## src/rtl/colour_sensor_ctrl.sv

```systemverilog
`timescale 1ns/1ps
// colour_sensor_ctrl: drives a TCS3200-style sensor, counts R/G/B pulses per gate window
// and classifies the sample into one of six colours (one-hot) or none.
module colour_sensor_ctrl #(
  parameter int SETTLE_CYCLES = 5_000,
  parameter int GATE_CYCLES   = 500_000,
  parameter int CNT_W         = 16,
  parameter int MIN_TOTAL     = 300,
  parameter int BROWN_TOTAL   = 1_200
) (
  input  logic       clk,
  input  logic       rst_n,
  input  logic       start,
  input  logic       sensor_out,
  output logic       s0,
  output logic       s1,
  output logic       s2,
  output logic       s3,
  output logic       led_on,
  output logic       busy,
  output logic [5:0] colour,
  output logic       p2_on,
  output logic       no_match,
  output logic       done
);
  localparam int TW = $clog2(GATE_CYCLES > SETTLE_CYCLES ? GATE_CYCLES : SETTLE_CYCLES) + 1;
  localparam logic [TW-1:0] SETTLE_LAST = TW'(SETTLE_CYCLES - 1);
  localparam logic [TW-1:0] GATE_LAST   = TW'(GATE_CYCLES - 1);
  typedef enum logic [2:0] {IDLE, SETTLE, COUNT, CLASSIFY, REPORT} state_t;
  state_t state_q, state_d;
  logic [1:0] filt_q, filt_d;
  logic [TW-1:0] tmr_q, tmr_d;
  logic [CNT_W-1:0] r_q, r_d, g_q, g_d, b_q, b_d;
  logic [5:0] colour_q, colour_d;
  logic [2:0] sync_q;
  logic rise;
  logic [CNT_W+1:0] tot, g4, r3;
  logic [CNT_W:0] g2;
  logic [5:0] cls;
  // sync_q[1:0] is the 2-FF synchroniser, sync_q[2] the previous value for edge detection
  assign rise = sync_q[1] & ~sync_q[2];
  always_comb begin
    tot = (CNT_W+2)'(r_q) + (CNT_W+2)'(g_q) + (CNT_W+2)'(b_q);
    g4  = {g_q, 2'b00};
    r3  = {1'b0, r_q, 1'b0} + {2'b00, r_q};
    g2  = {g_q, 1'b0};
    cls = 32'(tot) < 32'(MIN_TOTAL)           ? 6'b000000 :
          (b_q > r_q && b_q > g_q)            ? 6'b010000 :
          (g_q > r_q && g_q >= b_q)           ? 6'b100000 :
          g4 >= r3                            ? 6'b000100 :
          g2 >= {1'b0, r_q}                   ? 6'b001000 :
          32'(tot) < 32'(BROWN_TOTAL)         ? 6'b000010 : 6'b000001;
  end
  always_comb begin
    state_d  = state_q;
    filt_d   = filt_q;
    tmr_d    = tmr_q;
    r_d      = r_q;
    g_d      = g_q;
    b_d      = b_q;
    colour_d = colour_q;
    case (state_q)
      IDLE: if (start) begin
        state_d = SETTLE;
        filt_d  = 2'd0;
        tmr_d   = '0;
        r_d     = '0;
        g_d     = '0;
        b_d     = '0;
      end
      SETTLE: begin
        tmr_d   = tmr_q == SETTLE_LAST ? '0 : tmr_q + 1'b1;
        state_d = tmr_q == SETTLE_LAST ? COUNT : SETTLE;
      end
      COUNT: begin
        r_d = (rise && filt_q == 2'd0 && r_q != '1) ? r_q + 1'b1 : r_q;
        g_d = (rise && filt_q == 2'd1 && g_q != '1) ? g_q + 1'b1 : g_q;
        b_d = (rise && filt_q == 2'd2 && b_q != '1) ? b_q + 1'b1 : b_q;
        tmr_d = tmr_q == GATE_LAST ? '0 : tmr_q + 1'b1;
        if (tmr_q == GATE_LAST) begin
          filt_d  = filt_q == 2'd2 ? 2'd2 : filt_q + 2'd1;
          state_d = filt_q == 2'd2 ? CLASSIFY : SETTLE;
        end
      end
      CLASSIFY: begin
        colour_d = cls;
        state_d  = REPORT;
      end
      REPORT:  state_d = IDLE;
      default: state_d = IDLE;
    endcase
  end
  always_ff @(posedge clk or negedge rst_n) begin
    if (!rst_n) begin
      state_q  <= IDLE;
      filt_q   <= 2'd0;
      tmr_q    <= '0;
      r_q      <= '0;
      g_q      <= '0;
      b_q      <= '0;
      colour_q <= '0;
      sync_q   <= '0;
    end else begin
      state_q  <= state_d;
      filt_q   <= filt_d;
      tmr_q    <= tmr_d;
      r_q      <= r_d;
      g_q      <= g_d;
      b_q      <= b_d;
      colour_q <= colour_d;
      sync_q   <= {sync_q[1:0], sensor_out};
    end
  end
  // filter codes {s2,s3}: red 00, green 11, blue 01
  assign s0       = 1'b1;
  assign s1       = 1'b0;
  assign s2       = filt_q == 2'd1;
  assign s3       = filt_q != 2'd0;
  assign busy     = state_q != IDLE;
  assign led_on   = busy;
  assign done     = state_q == REPORT;
  assign p2_on    = done & |colour_q;
  assign no_match = done & ~|colour_q;
  assign colour   = colour_q;
endmodule
```

## config.mk

```make
export PLATFORM = sky130hd
export DESIGN_NAME = colour_sensor_ctrl
export DESIGN_NICKNAME = d
export VERILOG_FILES = /design/src/rtl/colour_sensor_ctrl.sv
export SDC_FILE = /design/constraint.sdc
export NUM_CORES = 1
export LEC_CHECK = 0
export ABC_AREA = 1
export CORE_ASPECT_RATIO = 1.75
export CORE_UTILIZATION = 35
export DETAILED_ROUTE_END_ITERATION = 8
export PLACE_DENSITY = 0.6
export REMOVE_ABC_BUFFERS = 1
export SLEW_MARGIN = 20
export SYNTH_ARGS = -nofsm -noshare
export SYNTH_HDL_FRONTEND = slang
export SYNTH_SLANG_ARGS = --single-unit
```

## constraint.sdc

```tcl
create_clock -name clk -period 5.8 [get_ports clk]
set_input_delay 1.74 -clock clk [delete_from_list [all_inputs] [get_ports clk]]
set_output_delay 1.74 -clock clk [all_outputs]
set_load 0.02 [all_outputs]
```

==> flow_summary.toml, run 1 <==
[sta]
slew_viol_final = 0
worstMarginPinSlew_ns = 0.980
max_freq_mhz = 264
hold_viol = 0
rsz0062_at_grt = "false"
maxSlewHeadroom = 0.340
clock_skew_ns = 0.00866
finalSetupViolations = 0
period_share = 0.654
period_minus_slack_ns = 3.79
setup-tns-final_ns = 0

[route]
wl_per_cell_um = 17.1
ant_nets = 0
detailroute.via_count = 7902
drc = 0
drt_iter0_markers = 384
drt_first_pass_iters = 5
via_per_inst = 5.31
routed_wl_mm = 25.4

[cts]
cts_sinks = 82
clk_pin_slew_ns = 0.07
clock_path_buffers = 2
cts_root_buf = "clkbuf_16"
insertion_delay_ns = 0.36
cts_tree = "yes"
post_cts_resized = 0
cts_setup_buffers = 0
cts_buffers = 9
cts-hold-fix-buffers = 0
htreeDepth = 3

[setup_path]
end_kind = "primary output"
crit_required_ns = 4.06
reg2reg_depth = 18
cp_max_fo = 3
r2r_slack_ns = 2.13
r2r-end = "colour[1]$_DFFE_PN0P_"
r2r-start = "r_q[2]$_DFFE_PN0P_"
start_kind = "register"
path_class = "reg -> out"
critical_path.endpoint = "no_match"
startpoint = "colour[1]$_DFFE_PN0P_"
arrival_ns = 2.05

[finish]
multi_input_area_sq_mm = 0.00564
drive_gt1_frac = 0.0490
n_fill_cell = 2428
final_cell_mix = "nand2_1 (268), inv_1 (151), ha_1 (117), nor2_1 (92), a21oi_1 (88)"
syn_to_final_growth_pct = 9.61
finalNetCount = 1316
num_antenna_cells = 0
layout_commonest_cell = "nand2_1"
regArea_sq_mm = 0.00205

[power]
fin_total_pwr_w = 0.00194
p_leak_nw = 4.46
max-vdd-ir-drop_v = 0.000185
p_per_area_mw_per_mm2 = 212

[synth]
synth-seq-cells = 82
synth_edf_count = 0
synthCells = 1158
yosysSeqAreaShare = 0.246
yosysWarnings = 0
ys.flop_type = "dfrtp_1"
yosys.cell_types.count = 50
syn_area_per_cell_sq_um = 7.22
syn_area_sq_mm = 0.00836
async_flop_share = 1.00

[worst_hold_path]
hold_path.class = "reg -> reg"

[global_routing]
grt_pass1_wl_mm = 40.3
gr-total-overflow = 0
antenna_found_initial = 0
grt_max_degree = 51
grt.total_usage = 0.216
grt_pass1_vias = 7954

[floorplanning]
initial_core_util = 0.357
die_area_sq_mm = 0.0245
die_w_um = 119
num_rows = 74
io_pins = 19
core_sq_mm = 0.0234
dieHeight_um = 206

[placement]
gp_congestion = 0.914
place_hpwl_mm = 20.6
io_buffers = 16

[job]
drv_cap = 0

[status]
outcome = "complete, no violations"
## per-stage QoR
step / hold WS (ns) / worst slack, ns / area, sq um / utilization / std cells
2_1_floorplan: 0.331 / 2.31 / 8290 / - / 1147
3_3_place_gp: 0.335 / 2.08 / 8860 / 0.378 / 1471
3_5_place_dp: 0.341 / 2.04 / 8860 / 0.378 / 1471
4_1_cts: 0.353 / 1.98 / 9160 / 0.391 / 1487
5_1_grt: 0.373 / 1.73 / 9160 / 0.391 / 1487
6_report: 0.352 / 2.01 / 9160 / 0.391 / 1487
## sequential cells by signal, summed over array words and instances, names as in the netlist
signal / count
b_q: 16
state_q: 3
g_q: 16
sync_q: 3
r_q: 16
tmr_q: 20
filt_q: 2
colour: 6
## cell type report
type / instances / area share
multi-input combinational: 906 / 0.615
sequential: 82 / 0.224
inverter: 159 / 0.0654
tap: 304 / 0.0415
clock buffer: 9 / 0.0246
timing repair buffer: 20 / 0.0205
clock inverter: 7 / 0.00847
## worst min-delay path by stage
stage	cells after the start	from	to
after global placement	0	sync_q[0]$_DFF_PN0_	sync_q[1]$_DFF_PN0_
after global routing	0	sync_q[0]$_DFF_PN0_	sync_q[1]$_DFF_PN0_
final	0	sync_q[0]$_DFF_PN0_	sync_q[1]$_DFF_PN0_
after detailed placement	0	sync_q[0]$_DFF_PN0_	sync_q[1]$_DFF_PN0_
after CTS	0	sync_q[0]$_DFF_PN0_	sync_q[1]$_DFF_PN0_
after floorplan	0	sync_q[0]$_DFF_PN0_	sync_q[1]$_DFF_PN0_
## kinds of logic after synthesis
| kind of cell | synth area share |
|---|---|
| simple gates | 0.297 |
| buf+inv | 0.0798 |
| fa+ha+maj | 0.216 |
| other cells | 0.000899 |
| flops | 0.246 |
| xor+xnor | 0.0335 |
| compound gates | 0.127 |
## power by group
| group | internal (W) | switching (W) |
|---|---|---|
| clock | 0.000338 | 0.000259 |
| sequential | 0.000627 | 0.0000887 |
| combinational | 0.000229 | 0.000401 |
| total | 0.00119 | 0.000749 |
## worst max-delay path, stage by stage (launching register included)
cell and delay [ns]:
dfrtp_1 0.40, nor4_1 0.29, nand3_1 0.14, nor4_1 0.20, clkdlybuf4s50_1 0.66
## cell usage after synthesis, types with 2 or more instances
| master | count | area [sq um] |
|---|---|---|
| inv_1 | 151 | 567 |
| nand3b_1 | 7 | 52.6 |
| buf_4 | 4 | 30.0 |
| a31oi_1 | 4 | 25.0 |
| nand2_2 | 5 | 31.3 |
| xnor2_1 | 8 | 70.1 |
| nor3_2 | 5 | 50.1 |
| nand3_2 | 5 | 50.1 |
| o21ai_1 | 3 | 15.0 |
| inv_2 | 6 | 22.5 |
| fa_1 | 17 | 340 |
| buf_2 | 3 | 15.0 |
| a21o_1 | 3 | 22.5 |
| nor4_1 | 12 | 75.1 |
| nor2_2 | 5 | 31.3 |
| nor2_4 | 5 | 56.3 |
| o21ai_0 | 65 | 325 |
| o22ai_1 | 2 | 12.5 |
| conb_1 | 2 | 7.51 |
| ha_1 | 117 | 1460 |
| and3_1 | 3 | 18.8 |
| o21bai_1 | 2 | 15.0 |
| a21oi_1 | 88 | 440 |
| nor2_1 | 92 | 345 |
| nor3_1 | 34 | 170 |
| nand3_1 | 63 | 315 |
| xor2_1 | 24 | 210 |
| clkbuf_1 | 3 | 11.3 |
| dfrtp_1 | 82 | 2050 |
| o21a_1 | 5 | 37.5 |
| o31ai_1 | 12 | 90.1 |
| nor3b_1 | 7 | 52.6 |
| and2_1 | 2 | 12.5 |
| nand2_1 | 268 | 1010 |
| nand4_1 | 29 | 181 |
## routing by layer
metal | part of all wire | vias to the layer above | GRT usage
li1 | - | 3929 | -
met1 | 0.36 | 3751 | 0.203
met2 | 0.56 | 147 | 0.441
met3 | 0.019 | 75 | 0.0212
met4 | 0.056 | 0 | 0.127
met5 | 0 | - | 0
Note: power is estimated with default switching activity, not from simulation.
==> run 2, diff against run 1 <==
==> constraint.sdc (replaced) <==
create_clock -name clk -period 3.8 [get_ports clk]
set_input_delay 1.14 -clock clk [delete_from_list [all_inputs] [get_ports clk]]
set_output_delay 1.14 -clock clk [all_outputs]
set_load 0.02 [all_outputs]
==> flow_summary.toml, run 2 (synthesis results as in run 1) <==
[cts]
htreeDepth = 3
clock_path_buffers = 2
cts_sinks = 82
cts_tree = "yes"
cts_buffers = 9
clk_pin_slew_ns = 0.07
cts_root_buf = "clkbuf_16"
cts_setup_buffers = 0
insertion_delay_ns = 0.37

[sta]
finalSetupViolations = 0
hold_viol = 0
slew_viol_final = 0
worst_slack_ns = 0.405
period_minus_slack_ns = 3.40
max_freq_mhz = 295
clock_skew_ns = 0.00973
holdWs_ns = 0.352
worstMarginPinSlew_ns = 0.732
setup-tns-final_ns = 0
period_share = 0.894
rsz0062_at_grt = "false"
maxSlewHeadroom = 0.509

[setup_path]
start_kind = "register"
crit_required_ns = 4.10
crit_slowest_cell = "dfrtp_1"
path_class = "reg -> reg"
end_kind = "register"
critPathTopFamily = "simple AND/OR/NAND/NOR gates"
critPathMostFrequentCell = "nand3_1"
reg2reg_depth = 19
cp_max_fo = 4
critPathMaxStageDelay_ns = 0.43
arrival_ns = 3.70
path_buf_inv = 0
worst-path-stages = 19
path_cells = "ha_1 > fa_1 > nand3_1 > nand3_2 > nand3_1 > o2111ai_1 > nand3_1 > nand2_1 > xor2_1 > ha_1 > a21oi_1 > o21ai_0 > a21oi_1 > nand2_1 > nor2_1 > nand4_1 > nor2_1 > nand3_1 > nand2_1"

[worst_hold_path]
hold_path.class = "reg -> reg"
whs_path_depth = 0

[global_routing]
grt_pass1_vias = 8198
grt_max_degree = 51
grt.total_usage = 0.214
antenna_found_initial = 0
grt_pass1_wl_mm = 39.8
gr-total-overflow = 0

[status]
outcome = "complete, no violations"

[finish]
drive_gt1_frac = 0.0564
final-instance-count-excl-fill = 1492
layout_commonest_cell = "nand2_1"
final_cell_mix = "nand2_1 (268), inv_1 (151), ha_1 (116), nor2_1 (92), a21oi_1 (87)"
regMostFlops = "tmr_q"
n_fill_cell = 2478
largest_reg_flops = 20
num_antenna_cells = 0
finalNetCount = 1321
syn_to_final_growth_pct = 10.6

[floorplanning]
io_pins = 19
initial_core_util = 0.357
core_sq_mm = 0.0234
num_rows = 74
dieHeight_um = 206
die_w_um = 119
die_area_sq_mm = 0.0245

[route]
drt_iter0_markers = 411
via_per_inst = 5.32
ant_nets = 0
routed_wl_mm = 24.8
wl_per_cell_um = 16.6
drt_first_pass_iters = 5
drc = 0
detailroute.via_count = 7934

[power]
pwr-share-comb = 0.324
p_switching_w = 0.00115
seq_power_share = 0.362
internal_power_w = 0.00183
p_leak_nw = 4.49
p_per_area_mw_per_mm2 = 323
clockPowerShare = 0.315
max-vdd-ir-drop_v = 0.000261
switching_share = 0.387

[placement]
placed_cells = 1476
preCtsSetupSlack_ns = 0.263
gp_congestion = 0.929
place_hpwl_mm = 20.3
io_buffers = 16

[job]
drv_cap = 0
-- run 2: cell types whose count changed in the layout (fill, tap and decap cells not counted), sizes merged --
cell / before / now
buf: 5 / 10
clkinv: 5 / 3
clkbuf: 9 / 10
inv: 160 / 161
-- run 2: area by class of cell --
class	count	area (sq um)	area share
clock buffer	10	229	0.0248
clock inverter	6	72.6	0.00785
inverter	159	599	0.0649
multi-input combinational	906	5670	0.613
sequential	82	2050	0.222
tap	304	380	0.0412
timing repair buffer	25	238	0.0257
-- run 2: routing by layer --
metal  GRT usage  vias up  part of all wire
met3      0.0251      105             0.027
met2       0.421      182              0.55
met4       0.167        0             0.078
li1            -     3940                 -
met5           0        -                 0
met1       0.196     3707              0.35
-- run 2: timing repair --
action / in CTS / in global routing
hold buffers: 0 / 0
endpoints found under the setup margin: 0 / 4
resized for setup: 0 / 7
-- run 2: worst paths after layout --
| check | end | startpoint | slack [ns] |
|---|---|---|---|
| worst max-delay path | colour[0]$_DFFE_PN0P_ | r_q[1]$_DFFE_PN0P_ | 0.40 |
| worst max register to register | colour[0]$_DFFE_PN0P_ | r_q[1]$_DFFE_PN0P_ | 0.40 |
| worst min register to register | sync_q[1]$_DFF_PN0_ | sync_q[0]$_DFF_PN0_ | 0.35 |
| worst min-delay path | sync_q[1]$_DFF_PN0_ | sync_q[0]$_DFF_PN0_ | 0.35 |
| min in group asynchronous | g_q[1]$_DFFE_PN0P_ | rst_n | 0.82 |
| max in group asynchronous | colour[3]$_DFFE_PN0P_ | rst_n | 2.30 |
-- run 2: power by group through the flow --
stage               Clock, W  Sequential, W  Combinational (W)
floorplan                  0        0.00107           0.000676
global placement           0        0.00109           0.000958
detailed placement         0        0.00109           0.000969
CTS                 0.000962        0.00108           0.000975
global route        0.000988        0.00109            0.00111
finish              0.000939        0.00108           0.000967
-- run 2: through the flow --
step	utilization	total power (W)	cell area (sq um)
floorplan	-	0.00174	8290
global placement	0.380	0.00205	8910
detailed placement	0.380	0.00206	8910
CTS	0.393	0.00302	9210
global route	0.394	0.00319	9240
finish	0.394	0.00299	9240
==> run 3, diff against run 2 <==
==> constraint.sdc (replaced) <==
create_clock -name clk -period 3.8 [get_ports clk]
set_input_delay 0.57 -clock clk [delete_from_list [all_inputs] [get_ports clk]]
set_output_delay 0.57 -clock clk [all_outputs]
set_load 0.02 [all_outputs]
==> flow_summary.toml, run 3 (synthesis results as in run 1) <==
[cts]
cts_buffers = 9
htreeDepth = 3
clk_pin_slew_ns = 0.07
insertion_delay_ns = 0.37
clock_path_buffers = 2
cts_sinks = 82
cts_root_buf = "clkbuf_16"
cts_tree = "yes"

[route]
drt_first_pass_iters = 5
ant_nets = 0
routed_wl_mm = 25.3
drt_iter0_markers = 432
via_per_inst = 5.36
wl_per_cell_um = 16.9
drc = 0
detailroute.via_count = 8023

[worst_hold_path]
hold_path.class = "in -> async"

[setup_path]
arrival_ns = 3.80
crit_slowest_cell = "dfrtp_1"
cp_max_fo = 4
start_kind = "register"
path_class = "reg -> reg"
critPathMaxStageDelay_ns = 0.43
critPathMostFrequentCell = "nand3_1"
r2r-start = "r_q[1]$_DFFE_PN0P_"
r2r_slack_ns = 0.31
reg2reg_depth = 19
end_kind = "register"
crit_required_ns = 4.11
startpoint = "r_q[1]$_DFFE_PN0P_"
r2r-end = "colour[0]$_DFFE_PN0P_"
path_cells = "ha_1 > fa_1 > nand3_1 > nand3_1 > nand3_1 > o2111ai_1 > nand3_1 > nand2_1 > xor2_1 > ha_1 > a21oi_1 > o21ai_0 > a21oi_1 > nand2_1 > nor2_2 > nand4_1 > nor2_1 > nand3_1 > nand2_1"

[sta]
holdWs_ns = 0.122
period_minus_slack_ns = 3.49
max_freq_mhz = 287
setup-tns-final_ns = 0
hold_viol = 0
rsz0062_at_grt = "false"
period_share = 0.918
worstMarginPinSlew_ns = 0.817
maxSlewHeadroom = 0.455
slew_viol_final = 0
finalSetupViolations = 0
clock_skew_ns = 0.00762

[power]
p_leak_nw = 4.52
max-vdd-ir-drop_v = 0.000242
fin_total_pwr_w = 0.00301
p_per_area_mw_per_mm2 = 325

[global_routing]
grt.busiest_layer = "met2"
antenna_found_initial = 0
grt_util_met1 = 0.198
grt_pass1_vias = 8191
grt_use_met3 = 0.0204
grt.total_usage = 0.214
gr-total-overflow = 0
grt_pass1_wl_mm = 40.1
grt.met2_usage = 0.428
grt_max_degree = 33

[status]
outcome = "complete, no violations"

[finish]
largest_reg_flops = 20
syn_to_final_growth_pct = 10.7
finalNetCount = 1327
regMostFlops = "tmr_q"
final_cell_mix = "nand2_1 (268), inv_1 (151), ha_1 (117), nor2_1 (91), a21oi_1 (88)"
n_fill_cell = 2479
num_antenna_cells = 0
layout_commonest_cell = "nand2_1"
drive_gt1_frac = 0.0586

[placement]
place_hpwl_mm = 20.6
gp_congestion = 0.906
io_buffers = 16

[floorplanning]
io_pins = 19
core_sq_mm = 0.0234
die_area_sq_mm = 0.0245
die_w_um = 119
dieHeight_um = 206
initial_core_util = 0.357
num_rows = 74

[job]
drv_cap = 0
[run 3: layout make-up]
class	instances	area, sq um	share of cell area
Clock buffer	9	225	0.0243
Clock inverter	7	83.8	0.00906
Inverter	159	599	0.0648
Multi-Input combinational cell	906	5640	0.610
Sequential cell	82	2050	0.222
Tap cell	304	380	0.0411
Timing Repair Buffer	31	270	0.0292
[run 3: how the worst max path moves through the flow]
stage                                 end  cells past startpoint  slack [ns]
finish              colour[0]$_DFFE_PN0P_                     19        0.31
global route        colour[1]$_DFFE_PN0P_                     19        0.03
CTS                 colour[0]$_DFFE_PN0P_                     19        0.25
detailed placement  colour[0]$_DFFE_PN0P_                     19        0.27
global placement    colour[1]$_DFFE_PN0P_                     19        0.31
floorplan           colour[0]$_DFFE_PN0P_                     18        0.77
[run 3: worst max-delay path: cells and delay by family, from the launching register on]
kind,cells,cell delay (ns)
AOI/OAI and AO/OA,4,0.56
xor gates and xnor gates,1,0.16
adders and majority gates,3,0.97
DFF,1,0.43
and+or+nand+nor,11,1.31
[run 3: timing repair]
item                                    CTS  global route
hold buffers                              0             0
buffers inserted                          0             0
gates resized for setup                   0             3
endpoints found under the hold margin     0             0
endpoints found under the setup margin    0             4
[run 3: metal layers]
layer | share of wire | up-vias | routed length, um
met3 | 0.022 | 84 | 553
met2 | 0.55 | 166 | 14000
met4 | 0.069 | 0 | 1730
li1 | - | 3951 | -
met5 | 0 | - | 0
met1 | 0.36 | 3822 | 9020
[run 3: stage by stage]
step | cells | area [sq um] | setup slack, ns | util
global placement | 1482 | 8940 | 0.306 | 0.382
detailed placement | 1482 | 8940 | 0.274 | 0.382
CTS | 1498 | 9250 | 0.254 | 0.395
finish | 1498 | 9250 | 0.310 | 0.395
floorplan | 1147 | 8290 | 0.770 | -
global route | 1498 | 9250 | 0.0336 | 0.395
[run 3: power breakdown]
group / switching, W / leakage [nW] / internal, W
clock: 0.000422 / 0.154 / 0.000522
combinational: 0.000632 / 3.27 / 0.000359
sequential: 0.000116 / 1.10 / 0.000957
